===== config.mk =====
export PLATFORM = sky130hd
export DESIGN_NAME = wb_icu186
export DESIGN_NICKNAME = d
export VERILOG_FILES = /design/src/rtl/icu186_pkg.sv /design/src/rtl/icu186_resolve.sv /design/src/rtl/wb_icu186.sv
export SDC_FILE = /design/constraint.sdc
export NUM_CORES = 1
export LEC_CHECK = 0
export ABC_AREA = 0
export CORE_MARGIN = 3
export CORE_UTILIZATION = 55
export CTS_BUF_LIST = sky130_fd_sc_hd__clkbuf_16
export DETAILED_ROUTE_END_ITERATION = 8
export PLACE_DENSITY = 0.77
export SKIP_CTS_REPAIR_TIMING = 1
export SLEW_MARGIN = 20
export SYNTH_ARGS = -nofsm -noshare
export SYNTH_HDL_FRONTEND = slang
export SYNTH_HIERARCHICAL = 1
export SYNTH_SLANG_ARGS = --single-unit

===== constraint.sdc =====
create_clock -name clk -period 13.61 [get_ports clk]
set_input_delay 2.0415 -clock clk [delete_from_list [all_inputs] [get_ports clk]]
set_output_delay 2.0415 -clock clk [all_outputs]
set_load 0.1 [all_outputs]

===== src/rtl/icu186_pkg.sv =====
// rtl/icu186_pkg.sv - shared constants, type table and helpers for the 80186 interrupt control unit
package icu186_pkg;

    localparam int NSRC  = 5;
    localparam int CTL_W = 5;

    // Word offsets from 0xFF20 (wb_adr_i[4:1])
    localparam logic [3:0] ADR_EOI     = 4'd1;
    localparam logic [3:0] ADR_POLL    = 4'd2;
    localparam logic [3:0] ADR_POLLSTS = 4'd3;
    localparam logic [3:0] ADR_MASK    = 4'd4;
    localparam logic [3:0] ADR_PRIMSK  = 4'd5;
    localparam logic [3:0] ADR_INSERV  = 4'd6;
    localparam logic [3:0] ADR_REQST   = 4'd7;
    localparam logic [3:0] ADR_TCUCON  = 4'd9;
    localparam logic [3:0] ADR_I0CON   = 4'd12;
    localparam logic [3:0] ADR_I1CON   = 4'd13;
    localparam logic [3:0] ADR_I2CON   = 4'd14;
    localparam logic [3:0] ADR_I3CON   = 4'd15;

    // Source indices; the index order is also the tie-break order
    localparam int SRC_TMR  = 0;
    localparam int SRC_INT0 = 1;
    localparam int SRC_INT1 = 2;
    localparam int SRC_INT2 = 3;
    localparam int SRC_INT3 = 4;

    // Interrupt type per source, entry 0 is TMR
    localparam logic [NSRC-1:0][4:0] SRC_TYPE = {5'd15, 5'd14, 5'd13, 5'd12, 5'd8};

    localparam logic [CTL_W-1:0] CTL_RST    = 5'h0F;
    localparam logic [2:0]       PRIMSK_RST = 3'd7;

    // Control register fields
    localparam int CTL_PR_LSB = 0;
    localparam int CTL_PR_MSB = 2;
    localparam int CTL_MSK    = 3;
    localparam int CTL_LTM    = 4;

    typedef struct packed {
        logic       vld;
        logic [2:0] idx;
    } src_sel_t;

    // Map an interrupt type back to its source; unknown types are not valid
    function automatic src_sel_t type_src(input logic [4:0] t);
        src_sel_t r;
        r = '0;
        for (int i = 0; i < NSRC; i++) begin
            if (SRC_TYPE[i] == t) begin
                r.vld = 1'b1;
                r.idx = 3'(i);
            end
        end
        return r;
    endfunction

endpackage


===== src/rtl/icu186_resolve.sv =====
// rtl/icu186_resolve.sv - combinational priority resolver for pending and in-service sources
module icu186_resolve
    import icu186_pkg::*;
(
    input  logic [NSRC-1:0]       reqst_i,
    input  logic [NSRC-1:0]       msk_i,
    input  logic [NSRC-1:0][2:0]  pr_i,
    input  logic [2:0]            primsk_i,
    input  logic [NSRC-1:0]       inserv_i,
    output logic                  win_vld_o,
    output logic [2:0]            win_idx_o,
    output logic                  isr_vld_o,
    output logic [2:0]            isr_idx_o
);

    logic [3:0]      isr_pr;
    logic [3:0]      win_pr;
    logic [NSRC-1:0] elig;

    // Highest-priority in-service source; 8 means nothing is in service
    always_comb begin
        isr_pr    = 4'd8;
        isr_vld_o = 1'b0;
        isr_idx_o = '0;
        for (int i = 0; i < NSRC; i++) begin
            if (inserv_i[i] && ({1'b0, pr_i[i]} < isr_pr)) begin
                isr_pr    = {1'b0, pr_i[i]};
                isr_vld_o = 1'b1;
                isr_idx_o = 3'(i);
            end
        end
    end

    // Lowest-PR eligible request wins; strict compare keeps the lower index on ties
    always_comb begin
        win_pr    = 4'd8;
        win_vld_o = 1'b0;
        win_idx_o = '0;
        elig      = '0;
        for (int i = 0; i < NSRC; i++) begin
            elig[i] = reqst_i[i] & ~msk_i[i] & (pr_i[i] <= primsk_i)
                    & ({1'b0, pr_i[i]} < isr_pr);
            if (elig[i] && ({1'b0, pr_i[i]} < win_pr)) begin
                win_pr    = {1'b0, pr_i[i]};
                win_vld_o = 1'b1;
                win_idx_o = 3'(i);
            end
        end
    end

endmodule


===== src/rtl/wb_icu186.sv =====
// rtl/wb_icu186.sv - Wishbone interrupt control unit for the 80186 co-processor
module wb_icu186
    import icu186_pkg::*;
#(
    parameter logic [7:0] SPUR_VEC = 8'h07
) (
    input  logic        clk,
    input  logic        reset_n,
    input  logic        wb_cyc_i,
    input  logic        wb_stb_i,
    input  logic        wb_we_i,
    input  logic [4:1]  wb_adr_i,
    input  logic [1:0]  wb_sel_i,
    input  logic [15:0] wb_dat_i,
    output logic [15:0] wb_dat_o,
    output logic        wb_ack_o,
    input  logic [4:0]  irq_i,
    output logic        intr_o,
    input  logic        inta_i,
    output logic [7:0]  vec_o
);

    logic [NSRC-1:0]            sync1_q, sync2_q, dly_q;
    logic [NSRC-1:0]            reqst_q, reqst_d;
    logic [NSRC-1:0]            inserv_q, inserv_d;
    logic [NSRC-1:0][CTL_W-1:0] ctl_q, ctl_d;
    logic [2:0]                 primsk_q, primsk_d;
    logic                       inta_q;
    logic                       intr_q, intr_d;
    logic                       ack_q, ack_d;
    logic [15:0]                dat_q, dat_d;
    logic [7:0]                 vec_q, vec_d;

    logic [NSRC-1:0]            msk, ltm, rise;
    logic [NSRC-1:0][2:0]       pr;
    logic                       win_vld, isr_vld;
    logic [2:0]                 win_idx, isr_idx;
    logic [4:0]                 win_type;
    logic                       wb_req, wr, lo_wr, rd, inta_edge, poll_rd, take;
    logic [15:0]                wdat, rdata, poll_word;
    logic                       ctl_hit;
    logic [2:0]                 ctl_idx;
    src_sel_t                   eoi_sel;
    logic                       unused_bits;

    // Split control registers into their fields
    always_comb begin
        for (int i = 0; i < NSRC; i++) begin
            pr[i]  = ctl_q[i][CTL_PR_MSB:CTL_PR_LSB];
            msk[i] = ctl_q[i][CTL_MSK];
            ltm[i] = ctl_q[i][CTL_LTM];
        end
    end

    icu186_resolve u_resolve (
        .reqst_i   (reqst_q),
        .msk_i     (msk),
        .pr_i      (pr),
        .primsk_i  (primsk_q),
        .inserv_i  (inserv_q),
        .win_vld_o (win_vld),
        .win_idx_o (win_idx),
        .isr_vld_o (isr_vld),
        .isr_idx_o (isr_idx)
    );

    assign win_type    = SRC_TYPE[win_idx];
    assign rise        = sync2_q & ~dly_q;
    assign wb_req      = wb_cyc_i & wb_stb_i & ~ack_q;
    assign wr          = wb_req & wb_we_i;
    assign lo_wr       = wr & wb_sel_i[0];
    assign rd          = wb_req & ~wb_we_i;
    assign wdat        = {wb_sel_i[1] ? wb_dat_i[15:8] : 8'h00,
                          wb_sel_i[0] ? wb_dat_i[7:0]  : 8'h00};
    assign inta_edge   = inta_i & ~inta_q;
    assign poll_rd     = rd & (wb_adr_i == ADR_POLL);
    assign take        = (inta_edge | poll_rd) & win_vld;
    assign poll_word   = win_vld ? {1'b1, 10'b0, win_type} : 16'h0000;
    assign unused_bits = ^wdat[14:5];

    // Decode the per-source control register offsets
    always_comb begin
        ctl_hit = 1'b1;
        ctl_idx = '0;
        case (wb_adr_i)
            ADR_TCUCON: ctl_idx = 3'(SRC_TMR);
            ADR_I0CON:  ctl_idx = 3'(SRC_INT0);
            ADR_I1CON:  ctl_idx = 3'(SRC_INT1);
            ADR_I2CON:  ctl_idx = 3'(SRC_INT2);
            ADR_I3CON:  ctl_idx = 3'(SRC_INT3);
            default:    ctl_hit = 1'b0;
        endcase
    end

    // Read data multiplexer
    always_comb begin
        rdata = 16'h0000;
        case (wb_adr_i)
            ADR_POLL, ADR_POLLSTS: rdata = poll_word;
            ADR_MASK:   rdata = {11'b0, msk};
            ADR_PRIMSK: rdata = {13'b0, primsk_q};
            ADR_INSERV: rdata = {11'b0, inserv_q};
            ADR_REQST:  rdata = {11'b0, reqst_q};
            default:    rdata = ctl_hit ? {11'b0, ctl_q[ctl_idx]} : 16'h0000;
        endcase
    end

    // Next state: register writes first, then hardware updates so they take precedence
    always_comb begin
        ctl_d    = ctl_q;
        primsk_d = primsk_q;
        inserv_d = inserv_q;
        reqst_d  = reqst_q;
        vec_d    = vec_q;
        eoi_sel  = type_src(wdat[4:0]);

        if (lo_wr && (wb_adr_i == ADR_MASK)) begin
            for (int i = 0; i < NSRC; i++) ctl_d[i][CTL_MSK] = wdat[i];
        end
        if (lo_wr && ctl_hit) ctl_d[ctl_idx] = wdat[CTL_W-1:0];
        if (lo_wr && (wb_adr_i == ADR_PRIMSK)) primsk_d = wdat[2:0];
        if (lo_wr && (wb_adr_i == ADR_INSERV)) inserv_d = wdat[NSRC-1:0];

        // EOI clears before the acknowledge sets, so a same-bit set survives
        if (wr && (wb_adr_i == ADR_EOI)) begin
            if (wdat[15]) begin
                if (isr_vld) inserv_d[isr_idx] = 1'b0;
            end else if (eoi_sel.vld) begin
                inserv_d[eoi_sel.idx] = 1'b0;
            end
        end
        if (take) inserv_d[win_idx] = 1'b1;

        // Edge sources: a new edge beats the acknowledge clear; level sources track the pin
        for (int i = 0; i < NSRC; i++) begin
            if (ltm[i]) begin
                reqst_d[i] = sync2_q[i];
            end else begin
                if (take && (win_idx == 3'(i))) reqst_d[i] = 1'b0;
                if (rise[i]) reqst_d[i] = 1'b1;
            end
        end

        if (inta_edge) vec_d = win_vld ? {3'b0, win_type} : SPUR_VEC;
    end

    assign intr_d = win_vld & ~(inta_edge | poll_rd);
    assign ack_d  = wb_req;
    assign dat_d  = rd ? rdata : 16'h0000;

    // Input synchronisers plus the delay stage used for edge detection
    always_ff @(posedge clk or negedge reset_n) begin
        if (!reset_n) begin
            sync1_q <= '0;
            sync2_q <= '0;
            dly_q   <= '0;
        end else begin
            sync1_q <= irq_i;
            sync2_q <= sync1_q;
            dly_q   <= sync2_q;
        end
    end

    // State and registered outputs
    always_ff @(posedge clk or negedge reset_n) begin
        if (!reset_n) begin
            reqst_q  <= '0;
            inserv_q <= '0;
            ctl_q    <= {NSRC{CTL_RST}};
            primsk_q <= PRIMSK_RST;
            inta_q   <= 1'b0;
            intr_q   <= 1'b0;
            ack_q    <= 1'b0;
            dat_q    <= '0;
            vec_q    <= '0;
        end else begin
            reqst_q  <= reqst_d;
            inserv_q <= inserv_d;
            ctl_q    <= ctl_d;
            primsk_q <= primsk_d;
            inta_q   <= inta_i;
            intr_q   <= intr_d;
            ack_q    <= ack_d;
            dat_q    <= dat_d;
            vec_q    <= vec_d;
        end
    end

    assign intr_o   = intr_q;
    assign wb_ack_o = ack_q;
    assign wb_dat_o = dat_q;
    assign vec_o    = vec_q;

endmodule

==> flow_summary_export.csv, run 1 <==
group,metric,value,unit
power,combPwrFrac,0.470,
sta,min_period_over_period,0.924,
yosys,synth_cell_types,72,
grt,grt_pass1_vias,4533,
grt,grt_max_degree,67,
worst_setup_path,crit_type,"reg -> reg",
detailed_routing,via_count,4681,
sta,setup_violations,0,
yosys,ys_ff_latch,66,
worst_setup_path,cp_common_cell,"ha_1",
clock_tree,max-clock-path-buffers,2,
power,p_leak,2.50,nW
grt,grt_usage,0.269,
floorplan,dieArea,0.0108,mm²
grt,antenna_found_initial,0,
sta,rsz0062_at_grt,"no",
layout,n_antenna_cell,0,
job,max_cap_viol_count,0,
sta,worstMarginPinSlew,1.09,ns
worst_setup_path,cp_max_fo,6,
yosys,synth_area,0.00529,mm²
clock_tree,cts.clk_slew.worst_paths,0.05,ns
detailed_routing,post-route-drc-count,0,
sta,fmax,79.5,MHz
clock_tree,cts-htree-levels,3,
detailed_routing,postRouteWirelength,14.6,mm
placed_design,place_congestion,0.911,
power,p_clk_frac,0.254,
grt,grt-ovfl-total,0,
placed_design,dp_hpwl,11.0,mm
worst_setup_path,startpoint_type,"flop",
sta,fin_setup_tns,0,ns
power,power_switching,0.000417,W
power,peakVddDrop,0.109,mV
yosys,seq_area_frac_synth,0.317,
clock_tree,cts_made_buffers,9,
placed_design,port_buffers,34,
power,power,0.000967,W
sta,period_needed,12.58,ns
detailed_routing,viasPerCell,6.39,
yosys,synthArstFlopShare,1.00,
worst_setup_path,critPathSlowestCell,"dfstp_2",
worst_setup_path,cp.arrival,12.76,ns
sta,relSlewSlack,0.268,
floorplan,die_y,104,µm
worst_setup_path,endpoint_kind,"flop",
yosys,synth_edf_count,0,
yosys,synth_area_leader_cell,"dfrtp_1",
power,p_seq_frac,0.275,
yosys,avgSynthCellArea,9.40,µm²
sta,drv_slew,0,
worst_setup_path,crit_required,13.80,ns
layout,nets,672,
detailed_routing,dr.pass1.iters,5,
power,p_int,0.000550,W
yosys,synthTopCellsByArea,"dfrtp_1, dfstp_2, ha_1",
floorplan,core.rowCount,35,
clock_tree,cts.sinks,66,
detailed_routing,ant_nets,0,
floorplan,start_util,0.570,
min_path,hold_path_class,"reg -> reg",
layout,area_delta_synth_final,14.3,%
run_status,status,"finished clean",
grt,grt_pass1_wl,23.3,mm
detailed_routing,drt_iter0_drc,435,
clock_tree,cts_tree,"built",
worst_setup_path,critPathMaxStageDelay,0.62,ns
sta,clock_skew,0.00995,ns
layout,drive_gt1_frac,0.182,
worst_setup_path,crit_start,"ctl_q[2]$_DFFE_PN1P_",
yosys,synth_warnings,6,
floorplan,io_pins,59,
yosys,ys.flop_type,"dfrtp_1",
yosys,syn_inst,563,
detailed_routing,drt-wirelength-per-cell,19.9,µm
sta,hold_viol,0,
worst_setup_path,crit-reg2reg-launch,"ctl_q[2]$_DFFE_PN1P_",
clock_tree,cts-root-buf,"clkbuf_16",
floorplan,core_area,0.00928,mm²
min_path,min-delay-start,"sync1_q[4]$_DFF_PN0_",
floorplan,die_w,104,µm
clock_tree,clock_latency,0.33,ns
power,cellPowerDensity,160,mW/mm²
yosys,synth_top_area_share,0.203,
power,p_sw_frac,0.431,
kinds of logic (layout without fill, tap and decap cells):
family                   Yosys count  count (layout)  share of synthesized area
AND/OR/NAND/NOR                  171             171                      0.206
AO/OA/AOI/OAI                    169             169                      0.214
flip-flops                        66              66                      0.317
buffers and inverters             65              92                     0.0612
multiplexers                      50              50                      0.104
adder cells (fa/ha/maj)           41              41                     0.0969
other                              1              14                   0.000709
worst max-delay path: cells and delay by family, from the launching register on:
family | cells | cell delay [ns]
compound gates | 32 | 5.87
fa+ha+maj | 9 | 2.66
simple gates | 12 | 2.03
mux | 3 | 1.05
flops | 1 | 0.62
buf+inv | 3 | 0.18
routing by layer:
| layer | vias up | part of all wire | track usage |
|---|---|---|---|
| met1 | 2256 | 0.41 | 0.358 |
| met3 | 31 | 0.099 | 0.0515 |
| met5 | - | 0 | 0 |
| met2 | 255 | 0.47 | 0.441 |
| li1 | 2139 | - | - |
| met4 | 0 | 0.019 | 0.0893 |
cell usage after synthesis, drive strengths merged, types with 3 or more instances:
master,number
nand4,4
and2,6
o22ai,5
a31oi,6
mux2,31
nor2b,17
o21ai,40
and3,5
nor2,37
a211oi,12
a21o,10
inv,34
mux2i,18
a32o,3
nand3b,4
nand4b,5
o31ai,7
nand2,38
o21bai,3
nor4,6
buf,24
a32oi,4
nor3,10
o211ai,7
nand2b,12
clkbuf,6
dfrtp,43
or3,3
o21a,8
dfstp,23
o2111ai,4
ha,41
a21oi,43
nand3,8
and3b,3
a2111oi,5
path summary, 6_finish.rpt:
path                                          to  slack, ns  depth (start not counted)
min in group asynchronous       inta_q$_DFF_PN0_       1.88                          2
max reg2reg                wb_dat_o[2]$_DFF_PN0_       1.03                         59
min reg2reg                 sync2_q[4]$_DFF_PN0_       0.35                          0
min                         sync2_q[4]$_DFF_PN0_       0.35                          0
max                        wb_dat_o[2]$_DFF_PN0_       1.03                         59
max in group asynchronous  wb_dat_o[1]$_DFF_PN0_      11.19                          2
power by group through the flow:
stage	registers [W]	clock network, W	logic (W)
global placement	0.000266	0	0.000418
detailed placement	0.000267	0	0.000432
finish	0.000266	0.000246	0.000455
floorplan	0.000292	0	0.000291
CTS	0.000265	0.000251	0.000436
global route	0.000270	0.000259	0.000491
flip-flops by register name, summed over array words and instances (netlist names):
name,flops
intr_o,1
inserv_q,5
dly_q,5
primsk_q,3
vec_o,4
sync1_q,5
wb_dat_o,6
ctl_q,25
sync2_q,5
reqst_q,5
inta_q,1
wb_ack_o,1
layout make-up:
class | instances | area, µm²
clock buffers | 9 | 225
clock inverters | 7 | 93.8
fillers | 741 | 3240
inverters | 35 | 133
multi-input cells | 445 | 3370
flip-flops and latches | 66 | 1680
well taps | 129 | 161
repair buffers | 41 | 388
metrics by stage:
stage | hold WS [ns] | instance area [µm²] | std cells | utilization | setup WS (ns)
floorplan | 0.331 | 5340 | 576 | - | 2.08
global placement | 0.332 | 5700 | 716 | 0.614 | 0.706
detailed placement | 0.335 | 5700 | 716 | 0.614 | 0.262
CTS | 0.348 | 6020 | 732 | 0.648 | 0.209
global route | 0.355 | 6050 | 732 | 0.651 | 0.0667
finish | 0.346 | 6050 | 732 | 0.651 | 1.03
cells in the final DEF (no fill, tap or decap), drive strengths merged, types with 23 or more instances in the layout:
cell type / n
mux2: 31
a21oi: 43
dfstp: 23
nand2: 38
dfrtp: 43
o21ai: 40
ha: 41
nor2: 37
clkdlybuf4s50: 33
inv: 36
(Power assumes the default switching activity.)
==> run 2: changes to the inputs <==
Settings changed: CAP_MARGIN from default to 20, CORE_UTILIZATION 55 to 52, CTS_CLUSTER_SIZE from default to 40.
Clock period 13.61 ns to 10.3 ns, I/O delays scaled along.
==> run 2 against run 1 <==
Against the previous run:
- the flow now finishes with violations (negative setup slack)
- utilization up 8.1 points
- cell area up 19%
- sequential share of layout area down 4.4 points
- clock skew down 0.0024 ns
- critical endpoint unchanged
- largest power group unchanged
==> flow_summary_export.csv, run 2 (synthesized netlist as in run 1, its figures left out) <==
group,metric,value,unit
run_status,status,"finished, violations left",
run_status,violations,"negative setup slack",
job,max_cap_viol_count,0,
floorplan,core.rowCount,36,
placed_design,placedInstanceArea,0.00636,mm²
min_path,hold_path_class,"reg -> reg",
worst_setup_path,crit_type,"reg -> reg",
sta,rsz0062_at_grt,"yes",
detailed_routing,dr.pass1.iters,7,
clock_tree,cts.clk_slew.worst_paths,0.06,ns
sta,setup_violations,16,
sta,period_needed,11.15,ns
detailed_routing,postRouteWirelength,18.0,mm
grt,grt_pass1_wl,25.7,mm
worst_setup_path,critPathMaxStageDelay,0.54,ns
layout,top_register,"ctl_q",
layout,largest_register_ffs,25,
worst_setup_path,cp_common_cell,"a21oi_2",
clock_tree,cts_tree,"built",
grt,grt_pass1_vias,4989,
sta,hold_viol,0,
grt,grt_usage,0.287,
detailed_routing,viasPerCell,6.43,
clock_tree,cts-root-buf,"clkbuf_16",
layout,n_antenna_cell,0,
detailed_routing,post-route-drc-count,0,
layout,nFillCells,695,
layout,seq_area,0.00168,mm²
detailed_routing,via_count,5301,
floorplan,die_w,107,µm
worst_setup_path,critPathSlowestCell,"dfstp_2",
placed_design,dp_hpwl,12.3,mm
worst_setup_path,cp.arrival,11.34,ns
sta,worstMarginPinSlew,0.996,ns
detailed_routing,drt-wirelength-per-cell,21.9,µm
floorplan,die_y,107,µm
sta,fin_hold_ws,0.347,ns
power,cellPowerDensity,224,mW/mm²
worst_setup_path,startpoint_type,"flop",
grt,grt-ovfl-total,0,
placed_design,port_buffers,34,
placed_design,place_congestion,0.991,
layout,mostFrequentLayoutCells,"buf_4, dfrtp_1, ha_1",
floorplan,core_area,0.00982,mm²
sta,min_period_over_period,1.08,
layout,area_delta_synth_final,35.9,%
layout,drive_gt1_frac,0.384,
clock_tree,cts-htree-levels,3,
sta,layout_setup_ws,-0.851,ns
layout,final_core_utilization,0.732,
floorplan,io_pins,59,
clock_tree,max-clock-path-buffers,2,
layout,multi_input_area,0.00385,mm²
sta,clock_skew,0.00758,ns
grt,grt_max_degree,67,
layout,nets,760,
clock_tree,cts.sinks,66,
layout,final_common_cell,"buf_4",
power,power,0.00161,W
layout,fin_area,0.00719,mm²
floorplan,start_util,0.539,
detailed_routing,drt_iter0_drc,600,
worst_setup_path,crit_required,10.49,ns
clock_tree,cts_made_buffers,9,
sta,drv_slew,0,
worst_setup_path,endpoint_kind,"flop",
power,p_leak,3.02,nW
floorplan,dieArea,0.0114,mm²
grt,antenna_found_initial,0,
detailed_routing,ant_nets,0,
clock_tree,clock_latency,0.33,ns
power,peakVddDrop,0.153,mV
worst_setup_path,cp_max_fo,5,
sta,relSlewSlack,0.334,
sta,fin_setup_tns,-10.97,ns
sta,fmax,89.7,MHz
[run 2: cell types whose count changed in the layout (fill, tap and decap cells not counted), sizes merged]
cell    before  now
bufinv       2    1
inv         36   35
clkinv       3    5
buf          8   96
[run 2: through the flow]
stage	worst slack, ns	std cells
after global placement	-0.636	790
final	-0.851	824
after floorplan	0.000948	576
after CTS	-1.06	806
after detailed placement	-0.978	790
after global routing	-1.19	824
[run 2: power by group]
| group | internal (W) | switching [W] | total (W) |
|---|---|---|---|
| registers | 0.000297 | 0.0000449 | 0.000342 |
| clock network | 0.000185 | 0.000120 | 0.000305 |
| logic | 0.000427 | 0.000534 | 0.000961 |
| total | 0.000910 | 0.000699 | 0.00161 |
[run 2: path summary, 6_finish.rpt]
path                                       from               endpoint  slack [ns]  cells past startpoint
max                        ctl_q[2]$_DFFE_PN1P_  wb_dat_o[2]$_DFF_PN0_       -0.85                     58
min                        sync1_q[0]$_DFF_PN0_   sync2_q[0]$_DFF_PN0_        0.35                      0
max reg2reg                ctl_q[2]$_DFFE_PN1P_  wb_dat_o[2]$_DFF_PN0_       -0.85                     58
min reg2reg                sync1_q[0]$_DFF_PN0_   sync2_q[0]$_DFF_PN0_        0.35                      0
max in group asynchronous               reset_n  wb_dat_o[2]$_DFF_PN0_        8.34                      2
min in group asynchronous               reset_n   sync2_q[4]$_DFF_PN0_        1.38                      2
[run 2: layer usage]
| layer | vias up | wire (µm) | GRT usage |
|---|---|---|---|
| met2 | 335 | 8490 | 0.464 |
| li1 | 2323 | - | - |
| met3 | 113 | 1670 | 0.0542 |
| met1 | 2530 | 6810 | 0.380 |
| met5 | - | 0 | 0 |
| met4 | 0 | 1060 | 0.117 |
[run 2: final cells by class]
| cell class | count | share of cell area |
|---|---|---|
| repair buffers | 129 | 0.150 |
| multi-input cells | 445 | 0.535 |
| clock inverters | 7 | 0.00870 |
| clock buffers | 9 | 0.0313 |
| well taps | 133 | 0.0231 |
| flip-flops and latches | 66 | 0.234 |
| inverters | 35 | 0.0184 |
[run 2: critical path: cells and delay by family, from the launching register on]
family | cells | cell delay [ns]
muxes | 3 | 0.95
and+or+nand+nor | 13 | 2.29
adders and majority gates | 9 | 2.43
buffers and inverters | 3 | 0.16
DFF | 1 | 0.54
AOI/OAI and AO/OA | 30 | 4.63
==> run 3: changes to the inputs <==
Settings changed: CORE_MARGIN 3 to default, CORE_UTILIZATION 52 to 55.
Clock period 10.3 ns to 13.87 ns, I/O delays scaled along.
==> run 3 against run 2 <==
Against the previous run:
- utilization fell by 8.2 points
- sequential share of layout area rose by 4.5 points
- flip-flop and latch count did not move
- hold slack got worse by 0.0046 ns
- the flow now finishes without violations
- largest power group unchanged
- clock skew rose by 0.0016 ns
- critical path type unchanged
- largest cell class unchanged
- register-to-register slack improved by 1.7 ns
==> flow_summary_export.csv, run 3 (synthesized netlist as in run 1, its figures left out) <==
group,metric,value,unit
layout,drive_gt1_frac,0.182,
detailed_routing,drt_iter0_drc,349,
layout,largest_register_ffs,25,
clock_tree,clock_latency,0.34,ns
layout,top_register,"ctl_q",
power,cellPowerDensity,157,mW/mm²
grt,grt_max_degree,67,
worst_setup_path,reg2reg_to,"wb_dat_o[0]$_DFF_PN0_",
detailed_routing,dr.pass1.iters,5,
grt,grt-ovfl-total,0,
worst_setup_path,rr_worst_depth,62,
floorplan,start_util,0.570,
detailed_routing,postRouteWirelength,14.5,mm
detailed_routing,via_count,4704,
clock_tree,cts_tree,"built",
worst_setup_path,crit-reg2reg-launch,"ctl_q[2]$_DFFE_PN1P_",
grt,grt_pass1_wl,23.4,mm
worst_setup_path,cp_common_cell,"ha_1",
placed_design,place_inst,716,
worst_setup_path,cp_max_fo,6,
grt,antenna_found_initial,0,
layout,final_core_utilization,0.650,
min_path,holdPathStages,0,
clock_tree,max-clock-path-buffers,2,
sta,hold_viol,0,
clock_tree,cts-root-buf,"clkbuf_16",
job,max_cap_viol_count,0,
floorplan,die_y,100,µm
worst_setup_path,crit_required,14.06,ns
floorplan,core_area,0.00928,mm²
floorplan,dieArea,0.0100,mm²
sta,min_period_over_period,0.940,
worst_setup_path,crit_type,"reg -> reg",
min_path,min-delay-start,"sync1_q[4]$_DFF_PN0_",
worst_setup_path,r2r_setup_slack,0.83,ns
floorplan,core.rowCount,35,
worst_setup_path,crit_start,"ctl_q[2]$_DFFE_PN1P_",
floorplan,die_w,100,µm
min_path,holdPathEnd,"sync2_q[4]$_DFF_PN0_",
power,p_leak,2.50,nW
sta,fmax,76.7,MHz
sta,relSlewSlack,0.350,
detailed_routing,ant_nets,0,
worst_setup_path,critPathMaxStageDelay,0.62,ns
detailed_routing,viasPerCell,6.43,
worst_setup_path,endpoint_kind,"flop",
layout,mostFrequentLayoutCells,"dfrtp_1, a21oi_1, ha_1",
grt,grt_usage,0.309,
layout,area_delta_synth_final,14.1,%
worst_setup_path,cp.arrival,13.24,ns
layout,nFillCells,794,
worst_setup_path,startpoint_type,"flop",
power,power,0.000945,W
clock_tree,cts.sinks,66,
sta,fin_hold_ws,0.342,ns
layout,final_cells,732,
layout,final_common_cell,"dfrtp_1",
clock_tree,cts.clk_slew.worst_paths,0.06,ns
sta,setup_violations,0,
layout,nets,672,
power,peakVddDrop,0.0823,mV
detailed_routing,drt-wirelength-per-cell,19.8,µm
layout,n_antenna_cell,0,
clock_tree,cts-htree-levels,3,
sta,clock_skew,0.00919,ns
min_path,hold_path_class,"reg -> reg",
clock_tree,cts_made_buffers,9,
detailed_routing,post-route-drc-count,0,
sta,worstMarginPinSlew,0.972,ns
sta,drv_slew,0,
placed_design,port_buffers,34,
worst_setup_path,critPathSlowestCell,"dfstp_2",
run_status,status,"finished clean",
placed_design,place_congestion,0.939,
grt,grt_pass1_vias,4366,
sta,period_needed,13.04,ns
floorplan,io_pins,59,
placed_design,dp_hpwl,10.9,mm
-- run 3: how the worst max path moves through the flow --
stage                             to  cells past startpoint
2_1_floorplan  wb_dat_o[0]$_DFF_PN0_                     61
3_3_place_gp   wb_dat_o[2]$_DFF_PN0_                     59
3_5_place_dp   wb_dat_o[2]$_DFF_PN0_                     59
4_1_cts        wb_dat_o[2]$_DFF_PN0_                     59
5_1_grt        wb_dat_o[0]$_DFF_PN0_                     62
6_report       wb_dat_o[0]$_DFF_PN0_                     62
-- run 3: metal layers --
layer	GRT usage	routed length, µm	part of all wire	up-vias
met4	0.140	539	0.037	0
met5	0	0	0	-
met2	0.479	6730	0.46	231
met1	0.412	6130	0.42	2278
met3	0.0710	1090	0.075	48
li1	-	-	-	2147
-- run 3: area by class of cell --
class,count,area [µm²],area share
clock buffer,9,225,0.0373
clock inverter,7,93.8,0.0155
inverter,35,133,0.0220
multi-input combinational,445,3360,0.557
sequential,66,1680,0.278
tap,129,161,0.0267
timing repair buffer,41,383,0.0634
-- run 3: critical path: cells and delay by family, from the launching register on --
family          cells  cell delay [ns]
simple gates       12             1.36
compound gates     34             6.72
flops               1             0.62
buf+inv             4             0.42
mux                 3             1.09
fa+ha+maj           9             2.68
-- run 3: report_power, final --
group	leakage (nW)	internal, W	switching (W)
clock	0.157	0.000157	0.0000846
combinational	1.59	0.000161	0.000280
sequential	0.755	0.000221	0.0000407
-- run 3: through the flow --
step | TNS (ns) | area (µm²) | setup slack, ns
5_1_grt | -0.0438 | 6040 | -0.0246
2_1_floorplan | 0 | 5340 | 2.34
4_1_cts | 0 | 6020 | 0.293
6_report | 0 | 6040 | 0.826
3_3_place_gp | 0 | 5700 | 0.735
3_5_place_dp | 0 | 5700 | 0.360
